[config.mk]
export PLATFORM = sky130hd
export DESIGN_NAME = uart_rx_frame_parser
export DESIGN_NICKNAME = d
export VERILOG_FILES = /design/src/rtl/uart_rx_frame_parser.sv
export SDC_FILE = /design/constraint.sdc
export NUM_CORES = 1
export LEC_CHECK = 0
export CAP_MARGIN = 40
export CORE_MARGIN = 1
export CORE_UTILIZATION = 65
export CTS_BUF_LIST = sky130_fd_sc_hd__clkbuf_4 sky130_fd_sc_hd__clkbuf_8 sky130_fd_sc_hd__clkbuf_16
export CTS_CLUSTER_SIZE = 24
export DETAILED_ROUTE_END_ITERATION = 8
export PLACE_DENSITY_LB_ADDON = 0.15
export SYNTH_ARGS = -nofsm -noshare
export SYNTH_HDL_FRONTEND = slang
export SYNTH_SLANG_ARGS = --single-unit
[constraint.sdc]
create_clock -name clk -period 6.7 [get_ports clk]
set_input_delay 1.675 -clock clk [delete_from_list [all_inputs] [get_ports clk]]
set_output_delay 1.675 -clock clk [all_outputs]
set_load 0.01 [all_outputs]
[src/rtl/uart_rx_frame_parser.sv]
// Extracts HEADER/LEN/payload/CHK frames from a UART byte stream and releases verified
// payloads on a valid/ready stream. Define UART_PARSER_STATS_EN to add ok/err frame counters.
module uart_rx_frame_parser #(
  parameter logic [7:0]  HEADER  = 8'hA5,
  parameter int unsigned MAX_LEN = 16,
  parameter int unsigned TIMEOUT = 100000
) (
  input  logic        clk,
  input  logic        rst_n,
  input  logic [7:0]  rx_data,
  input  logic        rx_valid,
  input  logic        rx_check_flag,
  output logic [7:0]  out_data,
  output logic        out_valid,
  input  logic        out_ready,
  output logic        out_last,
  output logic        pkt_ok,
  output logic        pkt_err,
  output logic [2:0]  err_code,
  output logic        busy
`ifdef UART_PARSER_STATS_EN
  ,
  output logic [15:0] ok_cnt,
  output logic [15:0] err_cnt
`endif
);
  localparam int unsigned   AW        = (MAX_LEN > 1) ? $clog2(MAX_LEN) : 1;
  localparam int unsigned   TW        = (TIMEOUT > 1) ? $clog2(TIMEOUT) : 1;
  localparam logic [7:0]    MAX_LEN_B = 8'(MAX_LEN);
  localparam logic [TW-1:0] TMO_LAST  = TW'(TIMEOUT - 1);

  localparam logic [2:0] E_LEN     = 3'd1;
  localparam logic [2:0] E_PARITY  = 3'd2;
  localparam logic [2:0] E_CHK     = 3'd3;
  localparam logic [2:0] E_TIMEOUT = 3'd4;
  localparam logic [2:0] E_OVERRUN = 3'd5;

  typedef enum logic [2:0] {S_IDLE, S_LEN, S_PAYLOAD, S_CHK, S_EMIT} state_t;

  state_t        r_state, w_state_n;
  logic [7:0]    r_len, w_len_n;
  logic [7:0]    r_cnt, w_cnt_n;
  logic [7:0]    r_chk, w_chk_n;
  logic [7:0]    r_rd, w_rd_n;
  logic [TW-1:0] r_tmo, w_tmo_n;
  logic          r_pkt_ok, w_pkt_ok_n;
  logic          r_pkt_err, w_pkt_err_n;
  logic [2:0]    r_err_code, w_err_code_n;
  logic          w_buf_we;
  logic          w_in_frame;
  logic [7:0]    r_buf [MAX_LEN];

  always_comb begin
    w_state_n    = r_state;
    w_len_n      = r_len;
    w_cnt_n      = r_cnt;
    w_chk_n      = r_chk;
    w_rd_n       = r_rd;
    w_tmo_n      = '0;
    w_pkt_ok_n   = 1'b0;
    w_pkt_err_n  = 1'b0;
    w_err_code_n = r_err_code;
    w_buf_we     = 1'b0;
    w_in_frame   = (r_state == S_LEN) || (r_state == S_PAYLOAD) || (r_state == S_CHK);

    // Timeout only advances on idle cycles, so an arriving byte always wins over expiry.
    if (w_in_frame && !rx_valid) begin
      if (r_tmo == TMO_LAST) begin
        w_state_n    = S_IDLE;
        w_pkt_err_n  = 1'b1;
        w_err_code_n = E_TIMEOUT;
      end else begin
        w_tmo_n = r_tmo + 1'b1;
      end
    end

    case (r_state)
      S_IDLE: begin
        if (rx_valid && !rx_check_flag && (rx_data == HEADER)) w_state_n = S_LEN;
      end
      S_LEN: begin
        if (rx_valid) begin
          if (rx_check_flag) begin
            w_state_n = S_IDLE; w_pkt_err_n = 1'b1; w_err_code_n = E_PARITY;
          end else if ((rx_data == 8'd0) || (rx_data > MAX_LEN_B)) begin
            w_state_n = S_IDLE; w_pkt_err_n = 1'b1; w_err_code_n = E_LEN;
          end else begin
            w_len_n   = rx_data;
            w_chk_n   = rx_data;
            w_cnt_n   = '0;
            w_state_n = S_PAYLOAD;
          end
        end
      end
      S_PAYLOAD: begin
        if (rx_valid) begin
          if (rx_check_flag) begin
            w_state_n = S_IDLE; w_pkt_err_n = 1'b1; w_err_code_n = E_PARITY;
          end else begin
            w_buf_we = 1'b1;
            w_chk_n  = r_chk ^ rx_data;
            w_cnt_n  = r_cnt + 8'd1;
            if ((r_cnt + 8'd1) == r_len) w_state_n = S_CHK;
          end
        end
      end
      S_CHK: begin
        if (rx_valid) begin
          if (rx_check_flag) begin
            w_state_n = S_IDLE; w_pkt_err_n = 1'b1; w_err_code_n = E_PARITY;
          end else if (rx_data == r_chk) begin
            w_state_n = S_EMIT; w_pkt_ok_n = 1'b1; w_rd_n = '0;
          end else begin
            w_state_n = S_IDLE; w_pkt_err_n = 1'b1; w_err_code_n = E_CHK;
          end
        end
      end
      S_EMIT: begin
        if (rx_valid) begin
          w_pkt_err_n = 1'b1; w_err_code_n = E_OVERRUN;
        end
        if (out_ready) begin
          if (r_rd == (r_len - 8'd1)) begin
            w_state_n = S_IDLE; w_rd_n = '0;
          end else begin
            w_rd_n = r_rd + 8'd1;
          end
        end
      end
      default: w_state_n = S_IDLE;
    endcase
  end

  always_ff @(posedge clk or negedge rst_n) begin
    if (!rst_n) begin
      r_state    <= S_IDLE;
      r_len      <= '0;
      r_cnt      <= '0;
      r_chk      <= '0;
      r_rd       <= '0;
      r_tmo      <= '0;
      r_pkt_ok   <= 1'b0;
      r_pkt_err  <= 1'b0;
      r_err_code <= '0;
    end else begin
      r_state    <= w_state_n;
      r_len      <= w_len_n;
      r_cnt      <= w_cnt_n;
      r_chk      <= w_chk_n;
      r_rd       <= w_rd_n;
      r_tmo      <= w_tmo_n;
      r_pkt_ok   <= w_pkt_ok_n;
      r_pkt_err  <= w_pkt_err_n;
      r_err_code <= w_err_code_n;
    end
  end

  always_ff @(posedge clk) begin
    if (w_buf_we) r_buf[r_cnt[AW-1:0]] <= rx_data;
  end

  assign out_valid = (r_state == S_EMIT);
  assign out_data  = out_valid ? r_buf[r_rd[AW-1:0]] : '0;
  assign out_last  = out_valid && (r_rd == (r_len - 8'd1));
  assign pkt_ok    = r_pkt_ok;
  assign pkt_err   = r_pkt_err;
  assign err_code  = r_err_code;
  assign busy      = (r_state != S_IDLE);

`ifdef UART_PARSER_STATS_EN
  always_ff @(posedge clk or negedge rst_n) begin
    if (!rst_n) begin
      ok_cnt  <= '0;
      err_cnt <= '0;
    end else begin
      if (w_pkt_ok_n && (ok_cnt != '1))   ok_cnt  <= ok_cnt + 16'd1;
      if (w_pkt_err_n && (err_cnt != '1)) err_cnt <= err_cnt + 16'd1;
    end
  end
`endif

endmodule

==> results.txt <==
The max-cap violation count came out at 0. STA classifies the critical path startpoint as a register. Setup violations remaining at the end of the flow were counted as 0. The synthesized net count came out at between 600 and 700. In this run the standard cell core region covers 0.0126 sq mm. For this block, the via count after detailed routing is 5187. The via count of the first global-routing pass came out at 5051. The starting density of the core is 66.9%.

The clock tree skew after final layout came out at 9.22 ps. After layout, the minimum clock period comes to 5170 ps. The number of placement rows is 41.

The type of the worst setup path is register to primary output. 0 antenna diodes ended up in the layout. The count of placed standard cells in the final layout, fillers left out came out at ~810. The violation count after the first detailed-routing iteration came out at 587. Counting instances in the post-synthesis netlist gives the leading cell types as 128 x edfxtp_1, 57 x dfrtp_1, 41 x nor2_1.

The post-detailed-route count of antenna-violating nets is 0. The run finished with clean final reports. The kind of end point of the critical path is a primary output. The warning count from the yosys run came out at 0. In this run the vertical extent of the chip is approximately 120 um. The total global routing overflow is 0. Yosys mapped the design onto 57 distinct sky130hd cell types. In this run, synthesis inferred 128 flip-flops with an integrated enable. The final-report hold violation count came out at 0. The fraction of layout cells with a size suffix above 1 came out at 17.3%.

The number of sinks driven by the clock tree is between 150 and 200. The register-to-register path setup slack is 3950 ps. The maximum number of buffers from clock root to sink came out at 2. The number of gates given a new drive strength after cts came out at 0. Setup repair after global routing left no endpoint under its margin. The half-perimeter wire length after detailed placement came out at 11400 um. The proportion of synthesized flip-flops having asynchronous set or reset came out at 30.8%. The number of top-level design ports came out at 29.

The path class of the tightest hold or removal check is register to register. The total placed cells including tap cells came out at 775. The arrival time at the worst endpoint is between 3000 and 4000 ps. The number of setup buffers added after CTS is 0.

Counting stages on the worst path, the most repeated cell is mux4_2. The synthesized area is 0.00844 sq mm. The post-synthesis sequential element count came out at about 190.

The average wire per standard cell came out at 22.4 um. The final number of max-transition violations is 0. The worst-case IR drop observed on VDD is 0.182 mV. The slowest stage of the critical path is the dfrtp_2 cell. The final worst hold slack came out at between 400 and 500 ps.

The post-synthesis cell type with the largest combined area is edfxtp_1. Global routing used 29.7% of the available tracks. The clock transition at the registers of the reported paths is 60 ps. The number of buffers added to fix hold violations after cts came out at 0.

For this run, the leading register cell type out of synthesis is edfxtp_1. The wire length of the first global-routing pass is about 28000 um. The met1 routing resource usage after global routing is 42.3%. TritonCTS built the clock tree.

Headroom to the max-slew limit came out at 42.0%. The horizontal die dimension is between 100 and 150 um. In the routed layout, each cell is associated on average with a via count of 6.42.

For this run, design rule violations remaining after detail routing come to 0. The number of antenna violations at the first check in global routing came out at 1. The maximum number of pins on one net before global-route repair is 58.

The number of cells on the worst reg-to-reg path is 4. The number of iterations in the first detailed-routing pass came out at 5. The total length of routed wires came out at 18100 um. The critical path's largest stage delay is 830 ps. Ranked by total cell area, the synthesized netlist is headed by edfxtp_1 46%, dfrtp_1 17%, mux4_2 11%, xor2_1 2.5%, xnor2_1 2.4%.

The insertion delay of the later-clocked pin in the worst-skew pair came out at about 440 ps. The worst flop-to-flop path startpoint is r_state[2]. The number of nets in the layout came out at 643.

The signed area change from the synthesized netlist to the final layout came out at 12.7%. The H-tree depth reported by CTS is 4. The synthesized area divided by synthesized cell count is 14.3 sq um. In this run the most used layer during global routing was met2. The sum of negative setup slack is 0 ps. The slew at the pin closest to its max-slew limit came out at 869 ps.

The cell sitting at the root of the clock tree is a clkbuf_16. The count of buffers added on input and output ports is 28. The period utilization is 77.1%. The number of buffers added by the clock tree synthesis step came out at 17. The power per cell area came out at 323 mW/mm^2. The fmax came out at roughly 190 MHz. The placer's final routability congestion estimate came out at 0.847. The largest fanout on the critical path is 22. Walking the worst path, the cells encountered are buf_4, mux4_2, mux4_2, and2_1, clkdlybuf4s50_1.

For met2 alone, demand over resource in global routing was a little under half. The share of Yosys cell area claimed by the top area cell type is 45.5%. The die area is 0.0135 sq mm. For met3 alone, demand over resource in global routing was approximately 4.9%. The leakage power came out at between 3 and 4 nW. Data on the critical path is required at its endpoint by 5030 ps. The capturing instance or port of the critical path is out_data[3]. The most critical setup path has its startpoint at r_rd[0]. In the synthesized netlist, the number of instances is 589. The endpoint of the most critical register-to-register path is r_buf[7][0]. The part of the Yosys area used for sequential elements came out at 62.4%. In the post-synthesis netlist, the cell with the most instances is edfxtp_1.
## per-stage QoR
stage	setup WS, ps	utilization [%]	area [sq um]	power (mW)
2_1_floorplan	2710	-	8440	1.88
3_3_place_gp	1830	70.8	8940	2.11
3_5_place_dp	1900	70.9	8940	2.14
4_1_cts	1460	75.3	9510	3.09
5_1_grt	1350	75.4	9520	3.19
6_report	1530	75.4	9520	3.07
## registers in the layout (all words and copies together) (netlist names)
name,cells
r_cnt,8
r_len,8
r_chk,8
r_buf,128
r_tmo,17
r_state,3
pkt_err,1
r_rd,8
pkt_ok,1
err_code,3
## worst min-delay path by stage
stage | cells after the start | slack [ps] | startpoint | end
2_1_floorplan | 1 | 450 | r_tmo[0] | r_tmo[0]
3_3_place_gp | 1 | 460 | err_code[1] | err_code[1]
3_5_place_dp | 1 | 480 | err_code[1] | err_code[1]
4_1_cts | 1 | 500 | err_code[1] | err_code[1]
5_1_grt | 1 | 530 | r_cnt[7] | r_cnt[7]
6_report | 1 | 500 | r_tmo[0] | r_tmo[0]
## worst max-delay path, delay by kind of cell (launching register included)
kind,cells,cell delay [ps]
buffers and inverters,2,930
AND/OR/NAND/NOR,1,170
flip-flops,1,830
multiplexers,2,1120
## placed cells by master (no fill, tap or decap), types with 5 or more instances in the layout
master and n:
a21oi_1 13, clkinv_2 5, a21o_1 5, xor2_1 24, mux4_2 40, dfrtp_1 56, clkbuf_16 17, nand2_1 39
a22o_1 9, and3_1 9, buf_4 17, o21ai_0 24, clkdlybuf4s50_1 27, nor2b_1 10, a31oi_1 5, nor3_1 10
edfxtp_1 128, nor2_1 41, inv_6 5, xnor2_1 23, nand2b_1 8, nand4_1 8, mux2_2 5, inv_1 9
ha_1 7, nand3_1 14, and2_1 15
## layout make-up
cell class                      instances  area (sq um)
Multi-Input combinational cell        364          3030
Fill cell                             798          3100
Clock buffer                           17           425
Clock inverter                         15           138
Tap cell                              172           215
Inverter                               10          37.5
Sequential cell                       185          5270
Timing Repair Buffer                   45           403
## power breakdown
part | internal, mW | leakage [nW] | switching (mW)
clock | 0.519 | 0.282 | 0.430
combinational | 0.418 | 1.19 | 0.341
sequential | 1.26 | 1.90 | 0.106
## routing by layer
| metal | part of all wire [%] | up-vias | wire, um |
|---|---|---|---|
| met3 | 6.3 | 29 | 1150 |
| li1 | - | 2298 | - |
| met2 | 50 | 219 | 8980 |
| met4 | 1.8 | 2 | 332 |
| met1 | 42 | 2639 | 7620 |
| met5 | 0.072 | - | 13 |
## logic make-up after synthesis
kind of cell	share of synthesized area [%]
compound gates	5.54
xor+xnor	4.87
fa+ha+maj	1.04
buf+inv	2.06
flops	62.4
mux	11.7
simple gates	12.4
Note: power is estimated with default switching activity, not from simulation.
